File: config.mk
export PLATFORM = sky130hd
export DESIGN_NAME = fp_add_pipe
export DESIGN_NICKNAME = d
export VERILOG_FILES = /design/src/rtl/fp_pkg.sv /design/src/rtl/fp_lzc.sv /design/src/rtl/fp_add_pipe.sv
export SDC_FILE = /design/constraint.sdc
export NUM_CORES = 1
export LEC_CHECK = 0
export CAP_MARGIN = 20
export CORE_AREA = 2 2 156 234
export DETAILED_ROUTE_END_ITERATION = 8
export DIE_AREA = 0 0 158 236
export PLACE_DENSITY = 0.78
export SKIP_CTS_REPAIR_TIMING = 1
export SYNTH_ARGS = -nofsm -noshare
export SYNTH_HDL_FRONTEND = slang
export SYNTH_SLANG_ARGS = --single-unit
File: constraint.sdc
create_clock -name clk -period 11 [get_ports clk]
set_input_delay 2.75 -clock clk [delete_from_list [all_inputs] [get_ports clk]]
set_output_delay 2.75 -clock clk [all_outputs]
set_load 0.05 [all_outputs]
File: src/rtl/fp_pkg.sv
// Shared types and helpers for the pipelined floating-point adder.
package fp_pkg;

    // Operand / special-case class carried down the pipeline.
    typedef enum logic [1:0] {
        ZERO = 2'd0,
        NORM = 2'd1,
        INF  = 2'd2,
        NAN  = 2'd3
    } fp_class_e;

    // Bit positions inside the 4-bit exception flag vector.
    localparam int FLAG_INVALID   = 3;
    localparam int FLAG_OVERFLOW  = 2;
    localparam int FLAG_UNDERFLOW = 1;
    localparam int FLAG_INEXACT   = 0;

    // Canonical quiet NaN {0, all-ones exponent, 1, zeros}, right-aligned in 64 bits.
    function automatic logic [63:0] qnan(input int exp_w, input int man_w);
        logic [63:0] r;
        r = ((64'd1 << exp_w) - 64'd1) << man_w;
        r = r | (64'd1 << (man_w - 1));
        return r;
    endfunction

endpackage

File: src/rtl/fp_lzc.sv
// Combinational leading-zero counter; an all-zero input returns WIDTH.
module fp_lzc #(
    parameter int WIDTH = 8
) (
    input  logic [WIDTH-1:0]             in_bits,
    output logic [$clog2(WIDTH+1)-1:0]   count
);

    localparam int CW = $clog2(WIDTH + 1);

    // Scan from LSB upwards so the highest set bit wins the final assignment.
    always_comb begin
        count = CW'(WIDTH);
        for (int i = 0; i < WIDTH; i++) begin
            if (in_bits[i]) begin
                count = CW'(WIDTH - 1 - i);
            end
        end
    end

endmodule

File: src/rtl/fp_add_pipe.sv
// Three-stage pipelined floating-point adder/subtractor with valid/ready
// handshakes, round-to-nearest-even, flush-to-zero and exception flags.
module fp_add_pipe
    import fp_pkg::*;
#(
    parameter int EXP_W = 8,
    parameter int MAN_W = 23,
    parameter int TAG_W = 4
) (
    input  logic                   clk,
    input  logic                   rst_n,
    input  logic                   in_valid,
    output logic                   in_ready,
    input  logic [EXP_W+MAN_W:0]   in_a,
    input  logic [EXP_W+MAN_W:0]   in_b,
    input  logic                   in_op,
    input  logic [TAG_W-1:0]       in_tag,
    output logic                   out_valid,
    input  logic                   out_ready,
    output logic [EXP_W+MAN_W:0]   out_data,
    output logic [3:0]             out_flags,
    output logic [TAG_W-1:0]       out_tag
);

    localparam int W    = 1 + EXP_W + MAN_W;
    localparam int SW   = MAN_W + 4;                 // {hidden, man, guard, round, sticky}
    localparam int LZW  = $clog2(SW + 1);
    localparam int EW   = EXP_W + LZW + 2;           // working exponent, two's complement
    localparam int EMAX = (1 << EXP_W) - 1;
    localparam logic [W-1:0] QNAN = W'(qnan(EXP_W, MAN_W));

    function automatic fp_class_e classify(input logic [EXP_W-1:0] e, input logic [MAN_W-1:0] m);
        if (e == '0) begin
            return ZERO;                             // zero and subnormal (flushed)
        end else if (&e) begin
            return (m == '0) ? INF : NAN;
        end else begin
            return NORM;
        end
    endfunction

    // ---------------- pipeline state ----------------
    logic              s1_valid_q, s1_valid_d;
    logic [TAG_W-1:0]  s1_tag_q,   s1_tag_d;
    fp_class_e         s1_cls_q,   s1_cls_d;
    logic [W-1:0]      s1_byp_q,   s1_byp_d;
    logic              s1_sign_q,  s1_sign_d;
    logic [EXP_W-1:0]  s1_exp_q,   s1_exp_d;
    logic [SW-1:0]     s1_mx_q,    s1_mx_d;
    logic [SW-1:0]     s1_my_q,    s1_my_d;
    logic              s1_sub_q,   s1_sub_d;

    logic              s2_valid_q, s2_valid_d;
    logic [TAG_W-1:0]  s2_tag_q,   s2_tag_d;
    fp_class_e         s2_cls_q,   s2_cls_d;
    logic [W-1:0]      s2_byp_q,   s2_byp_d;
    logic              s2_sign_q,  s2_sign_d;
    logic [EXP_W-1:0]  s2_exp_q,   s2_exp_d;
    logic [SW:0]       s2_sum_q,   s2_sum_d;

    logic              out_valid_q, out_valid_d;
    logic [W-1:0]      out_data_q,  out_data_d;
    logic [3:0]        out_flags_q, out_flags_d;
    logic [TAG_W-1:0]  out_tag_q,   out_tag_d;

    // Whole pipeline moves in lock-step whenever the output slot can take a result.
    logic adv;
    assign adv      = !out_valid_q || out_ready;
    assign in_ready = rst_n && adv;

    // ---------------- S1: unpack / classify / swap / align ----------------
    logic             sa, sb;
    logic [EXP_W-1:0] ea, eb;
    logic [MAN_W-1:0] ma, mb;
    fp_class_e        cls_a, cls_b;

    assign sa    = in_a[W-1];
    assign ea    = in_a[W-2:MAN_W];
    assign ma    = in_a[MAN_W-1:0];
    assign sb    = in_b[W-1] ^ in_op;                // subtraction flips B's sign here
    assign eb    = in_b[W-2:MAN_W];
    assign mb    = in_b[MAN_W-1:0];
    assign cls_a = classify(ea, ma);
    assign cls_b = classify(eb, mb);

    logic             a_ge, sx, sy;
    logic [EXP_W-1:0] ex, ey, dexp;
    logic [MAN_W-1:0] fx, fy;
    logic [SW-1:0]    y_ext, y_mask, y_al;
    fp_class_e        sp_cls;
    logic [W-1:0]     sp_byp;

    // Order operands by magnitude, align the smaller one and resolve special cases.
    always_comb begin
        a_ge   = (ea > eb) || ((ea == eb) && (ma >= mb));
        sx     = a_ge ? sa : sb;
        ex     = a_ge ? ea : eb;
        fx     = a_ge ? ma : mb;
        sy     = a_ge ? sb : sa;
        ey     = a_ge ? eb : ea;
        fy     = a_ge ? mb : ma;
        dexp   = ex - ey;
        y_ext  = {1'b1, fy, 3'b000};
        // Bits shifted past the LSB collapse into the sticky position.
        y_mask = ~({SW{1'b1}} << dexp);
        y_al   = (y_ext >> dexp) | {{(SW-1){1'b0}}, |(y_ext & y_mask)};

        sp_cls = NORM;
        sp_byp = '0;
        if ((cls_a == NAN) || (cls_b == NAN) || ((cls_a == INF) && (cls_b == INF) && (sa != sb))) begin
            sp_cls = NAN;
        end else if (cls_a == INF) begin
            sp_cls = INF;
            sp_byp = {sa, {EXP_W{1'b1}}, {MAN_W{1'b0}}};
        end else if (cls_b == INF) begin
            sp_cls = INF;
            sp_byp = {sb, {EXP_W{1'b1}}, {MAN_W{1'b0}}};
        end else if ((cls_a == ZERO) && (cls_b == ZERO)) begin
            sp_cls = ZERO;
            sp_byp = {sa & sb, {(W-1){1'b0}}};       // only -0 + -0 keeps the sign
        end else if (cls_a == ZERO) begin
            sp_cls = ZERO;
            sp_byp = {sb, eb, mb};
        end else if (cls_b == ZERO) begin
            sp_cls = ZERO;
            sp_byp = {sa, ea, ma};
        end
    end

    // ---------------- S3: normalise / round / pack ----------------
    logic [LZW-1:0]  lz;
    logic [SW-1:0]   n;
    logic [EW-1:0]   e_n, e_r;
    logic [MAN_W:0]  frac_r;
    logic            rup, grs_any, ovf, unf;
    logic [W-1:0]    res_data;
    logic [3:0]      res_flags;

    fp_lzc #(.WIDTH(SW)) u_lzc (
        .in_bits (s2_sum_q[SW-1:0]),
        .count   (lz)
    );

    // Normalise the raw sum, round to nearest-even and saturate the exponent.
    always_comb begin
        if (s2_sum_q[SW]) begin
            n   = {s2_sum_q[SW:2], s2_sum_q[1] | s2_sum_q[0]};
            e_n = EW'(s2_exp_q) + EW'(1);
        end else begin
            n   = s2_sum_q[SW-1:0] << lz;
            e_n = EW'(s2_exp_q) - EW'(lz);
        end
        grs_any = |n[2:0];
        rup     = n[2] & (n[1] | n[0] | n[3]);
        frac_r  = {1'b0, n[SW-2:3]} + (MAN_W+1)'(rup);
        e_r     = e_n + EW'(frac_r[MAN_W]);         // rounding carried into the exponent
        ovf     = !e_r[EW-1] && (e_r >= EW'(EMAX));
        unf     = e_r[EW-1] || (e_r == '0);

        res_data  = '0;
        res_flags = '0;
        case (s2_cls_q)
            NAN: begin
                res_data                = QNAN;
                res_flags[FLAG_INVALID] = 1'b1;
            end
            INF, ZERO: begin
                res_data = s2_byp_q;
            end
            default: begin
                if (!n[SW-1]) begin
                    res_data = '0;                   // exact cancellation gives +0
                end else if (ovf) begin
                    res_data                 = {s2_sign_q, {EXP_W{1'b1}}, {MAN_W{1'b0}}};
                    res_flags[FLAG_OVERFLOW] = 1'b1;
                    res_flags[FLAG_INEXACT]  = 1'b1;
                end else if (unf) begin
                    res_data                  = {s2_sign_q, {(W-1){1'b0}}};
                    res_flags[FLAG_UNDERFLOW] = 1'b1;
                    res_flags[FLAG_INEXACT]   = 1'b1;
                end else begin
                    res_data                = {s2_sign_q, e_r[EXP_W-1:0], frac_r[MAN_W-1:0]};
                    res_flags[FLAG_INEXACT] = grs_any;
                end
            end
        endcase
    end

    // Next-state for every stage; data only loads behind a valid slot so held outputs stay put.
    always_comb begin
        s1_valid_d = s1_valid_q;  s1_tag_d = s1_tag_q;   s1_cls_d = s1_cls_q;
        s1_byp_d   = s1_byp_q;    s1_sign_d = s1_sign_q; s1_exp_d = s1_exp_q;
        s1_mx_d    = s1_mx_q;     s1_my_d = s1_my_q;     s1_sub_d = s1_sub_q;
        s2_valid_d = s2_valid_q;  s2_tag_d = s2_tag_q;   s2_cls_d = s2_cls_q;
        s2_byp_d   = s2_byp_q;    s2_sign_d = s2_sign_q; s2_exp_d = s2_exp_q;
        s2_sum_d   = s2_sum_q;
        out_valid_d = out_valid_q; out_data_d = out_data_q;
        out_flags_d = out_flags_q; out_tag_d  = out_tag_q;
        if (adv) begin
            s1_valid_d  = in_valid;
            s2_valid_d  = s1_valid_q;
            out_valid_d = s2_valid_q;
            if (in_valid) begin
                s1_tag_d  = in_tag;
                s1_cls_d  = sp_cls;
                s1_byp_d  = sp_byp;
                s1_sign_d = sx;
                s1_exp_d  = ex;
                s1_mx_d   = {1'b1, fx, 3'b000};
                s1_my_d   = y_al;
                s1_sub_d  = sx ^ sy;
            end
            if (s1_valid_q) begin
                s2_tag_d  = s1_tag_q;
                s2_cls_d  = s1_cls_q;
                s2_byp_d  = s1_byp_q;
                s2_sign_d = s1_sign_q;
                s2_exp_d  = s1_exp_q;
                // |X| >= |Y| so the difference never goes negative.
                s2_sum_d  = s1_sub_q ? ({1'b0, s1_mx_q} - {1'b0, s1_my_q})
                                     : ({1'b0, s1_mx_q} + {1'b0, s1_my_q});
            end
            if (s2_valid_q) begin
                out_data_d  = res_data;
                out_flags_d = res_flags;
                out_tag_d   = s2_tag_q;
            end
        end
    end

    // Stage registers; reset discards everything in flight.
    always_ff @(posedge clk or negedge rst_n) begin
        if (!rst_n) begin
            s1_valid_q <= 1'b0;  s1_tag_q <= '0;  s1_cls_q <= ZERO;  s1_byp_q <= '0;
            s1_sign_q  <= 1'b0;  s1_exp_q <= '0;  s1_mx_q  <= '0;    s1_my_q  <= '0;
            s1_sub_q   <= 1'b0;
            s2_valid_q <= 1'b0;  s2_tag_q <= '0;  s2_cls_q <= ZERO;  s2_byp_q <= '0;
            s2_sign_q  <= 1'b0;  s2_exp_q <= '0;  s2_sum_q <= '0;
            out_valid_q <= 1'b0; out_data_q <= '0; out_flags_q <= '0; out_tag_q <= '0;
        end else begin
            s1_valid_q <= s1_valid_d;  s1_tag_q <= s1_tag_d;  s1_cls_q <= s1_cls_d;
            s1_byp_q   <= s1_byp_d;    s1_sign_q <= s1_sign_d; s1_exp_q <= s1_exp_d;
            s1_mx_q    <= s1_mx_d;     s1_my_q <= s1_my_d;    s1_sub_q <= s1_sub_d;
            s2_valid_q <= s2_valid_d;  s2_tag_q <= s2_tag_d;  s2_cls_q <= s2_cls_d;
            s2_byp_q   <= s2_byp_d;    s2_sign_q <= s2_sign_d; s2_exp_q <= s2_exp_d;
            s2_sum_q   <= s2_sum_d;
            out_valid_q <= out_valid_d; out_data_q <= out_data_d;
            out_flags_q <= out_flags_d; out_tag_q  <= out_tag_d;
        end
    end

    assign out_valid = out_valid_q;
    assign out_data  = out_data_q;
    assign out_flags = out_flags_q;
    assign out_tag   = out_tag_q;

endmodule

==> run summary <==
status = finished clean
DR DRC count = 0
Yosys cell types = 96
maximum fanout along the worst path = 40
Max stage delay cell, worst path = a221o_1
met2 Use GR = 53.9%
crit path from = in_a[23]
max frequency = 119 MHz
Max transition margin = 26.5%
Rows = 85
CORE AREA = 0.0355 mm^2
met3 GRT Util = 3.31%
GR Util All Layers = 32.7%
Hold Violations, Final = 0
asr flop ratio synth = 100%
Arrival @ worst endpoint = 8760 ps
H-tree depth = 1
worst slew pin tran = 1100 ps
flop-to-flop setup slack = 2920 ps
Seq/Total Area, Yosys = 31.1%
FF-to-FF End = out_data[15]$_DFFE_PN0P_
Die ar. = 0.0373 mm^2
fin crit period = 8380 ps
clock sink count = 217
CP cell instances = clkdlybuf4s50_1, inv_1, ha_1, buf_4, nor3b_1, o21ai_0, a21oi_2, a31oi_4, mux2i_1, ha_1, and3_1, o41a_1, o21ai_2, mux2i_1, a221o_1, a41oi_1, nor4_1, nor4b_1, a41oi_1
worst r2r path cells = 25
fill count = 3360
period utilization = 76.2%
final number of setup-violating endpoints = 0
GP Congestion = 1.02
final net count = 2436
num ports = 115
gr busiest metal = met2
RSZ-0062 raised after global routing = no
initial drt markers = 1530
DIE WIDTH = 158 um
total gr overflow = 0
root buf cell = clkbuf_16
Post-DRT Antenna Nets = 0
Seq cells post-synth = 217
Port Buf Inserts = 114
Avg Cell Area, Syn = 7.79 um^2
proportion of layout cells with a drive suffix above 1 = 6.30%
Max Slew Vio Count = 0
Area contributors post-synth = dfrtp_1 31%, nand2_1 8.7%, ha_1 6.5%, o21ai_0 5.9%, a21oi_1 4.8%
initial antenna violation count = 0
hold_sp = s1_byp_q[10]$_DFFE_PN0P_
initial core utilization = 49.1%
worst hold endpoint = s2_byp_q[10]$_DFFE_PN0P_
cts bufs inserted = 22
DPL Wire Length = 47.0 mm
leakage dissipation = 8.48 nW
hold path cells = 2
commonest non-fill, non-tap cells in the layout = 399 x nand2_1, 217 x dfrtp_1, 206 x o21ai_0, 168 x a21oi_1, 159 x nor2_1
mapped cell area = 0.0174 mm^2
Synth area leader = dfrtp_1
CP peak stage delay = 930 ps
Reg clk slew, reported paths = 60 ps
ant diodes = 0
CP endpoint kind = flop
YS warnings = 0
CTS tree = yes
vias in the first global route = 16500
worst reg2reg startpoint = s2_sum_q[5]$_DFFE_PN0P_
DRT Wirelength = 61.4 mm
Max-cap violations = 0
Startpoint Class = input port
setup TNS = 0 ps
Syn Nets = 2404
Pre-antenna DRT Iters = 6
Setup Crit Path Kind = input port to flop
synthesis-to-layout area growth = 12.7%
vias per inst = 6.27
CP Data Required Time = 11380 ps
die span in y = 236 um
PwrDens = 284 mW/mm^2
WL/cell = 22.2 um
worst hold path type = flop to flop
Clock Skews = 20.5 ps
Synth top area share = 31.1%
Clk Latency, worst-skew pair = 530 ps
routed vias = 17300
Min Hold Slack = 454 ps
met1 global-route usage = 39.8%
largest net degree at the start of global routing = 101
global-route wire length before repair = 94.5 mm
Syn Inst Count = 2238
maximum vdd drop = 0.000162 V
ys flop type = dfrtp_1
most common cell after layout, fill and taps aside = nand2_1
Post-synth EDFFs = 0
clk buf depth = 3
==> worst max path at each step <==
stage	to	cells after the start
floorplan	in_ready	4
global placement	s1_my_q[0]$_DFFE_PN0P_	19
detailed placement	s1_my_q[0]$_DFFE_PN0P_	19
CTS	s1_my_q[1]$_DFFE_PN0P_	19
global route	s1_my_q[0]$_DFFE_PN0P_	19
finish	s1_my_q[0]$_DFFE_PN0P_	19
==> power breakdown <==
part / switching [mW] / internal (mW) / leakage, nW
combinational: 2.29 / 1.23 / 5.27
clock: 0.322 / 0.475 / 0.380
sequential: 0.276 / 0.989 / 2.83
total: 2.88 / 2.69 / 8.48
==> flip-flops by register name (all words and copies together) (netlist names), 4 cells and up <==
signal,cells
out_data,32
out_flags,4
out_tag,4
s1_byp_q,32
s1_exp_q,8
s1_mx_q,24
s1_my_q,27
s1_tag_q,4
s2_byp_q,32
s2_exp_q,8
s2_sum_q,28
s2_tag_q,4
==> cell type report <==
cell class	instances	area (um^2)	share of cell area, %
multi-input cells	1776	11100	56.4
flip-flops and latches	217	5430	27.6
well taps	478	598	3.04
clock buffers	30	631	3.21
clock inverters	10	146	0.745
repair buffers	142	1360	6.90
inverters	111	417	2.12
==> through the flow <==
stage / area, um^2 / power, mW / worst slack, ps / cells / utilization (%)
after global routing: 19700 / 5.90 / 2200 / 2764 / 55.3
after CTS: 19700 / 5.50 / 2720 / 2764 / 55.3
after floorplan: 17400 / 3.64 / 4340 / 2238 / -
after global placement: 18900 / 4.64 / 2340 / 2724 / 53.1
final: 19700 / 5.57 / 2620 / 2764 / 55.3
after detailed placement: 18900 / 4.69 / 2210 / 2724 / 53.1
==> synthesized netlist by cell type (6+ instances only) <==
| cell type | instances |
|---|---|
| nand2_1 | 402 |
| dfrtp_1 | 217 |
| o21ai_0 | 206 |
| a21oi_1 | 168 |
| nor2_1 | 161 |
| inv_1 | 106 |
| clkbuf_1 | 105 |
| ha_1 | 91 |
| mux2i_1 | 82 |
| nand3_1 | 79 |
| nor3_1 | 44 |
| xnor2_1 | 40 |
| o22ai_1 | 35 |
| a22oi_1 | 33 |
| nor2b_1 | 25 |
| a31oi_1 | 24 |
| xor2_1 | 24 |
| mux2_2 | 21 |
| nor4_1 | 21 |
| a211oi_1 | 19 |
| o31ai_1 | 19 |
| nand2b_1 | 18 |
| o211ai_1 | 18 |
| nand4_1 | 17 |
| and2_1 | 15 |
| o21a_1 | 15 |
| and3_1 | 12 |
| buf_2 | 12 |
| mux4_2 | 12 |
| o221ai_1 | 12 |
| or3_1 | 10 |
| buf_1 | 9 |
| o21ai_1 | 8 |
| a21o_1 | 7 |
| nor3b_1 | 7 |
| o21bai_1 | 7 |
| a21boi_0 | 6 |
| a221o_1 | 6 |
| a41oi_1 | 6 |
| o32ai_1 | 6 |
==> critical path: cells and delay by family <==
kind                       cells  cell delay [ps]
AOI/OAI and AO/OA              8             2810
and+or+nand+nor                4              950
adders and majority gates      2              550
buffers and inverters          3             1100
muxes                          2              550
==> per-layer routing <==
layer	part of all wire (%)	up-vias	wire [um]
met1	38	8241	23200
met5	0	-	0
met2	48	787	29400
met3	6.3	216	3840
li1	-	8077	-
met4	8.1	0	4950
==> logic make-up after synthesis <==
group | Yosys count | synth area share [%]
buffers and inverters | 245 | 5.62
and+or+nand+nor | 840 | 21.7
DFF | 217 | 31.1
AOI/OAI and AO/OA | 663 | 23.9
adders and majority gates | 93 | 6.76
xor gates and xnor gates | 64 | 3.21
muxes | 116 | 7.70
Note: power is estimated with default switching activity, not from simulation.
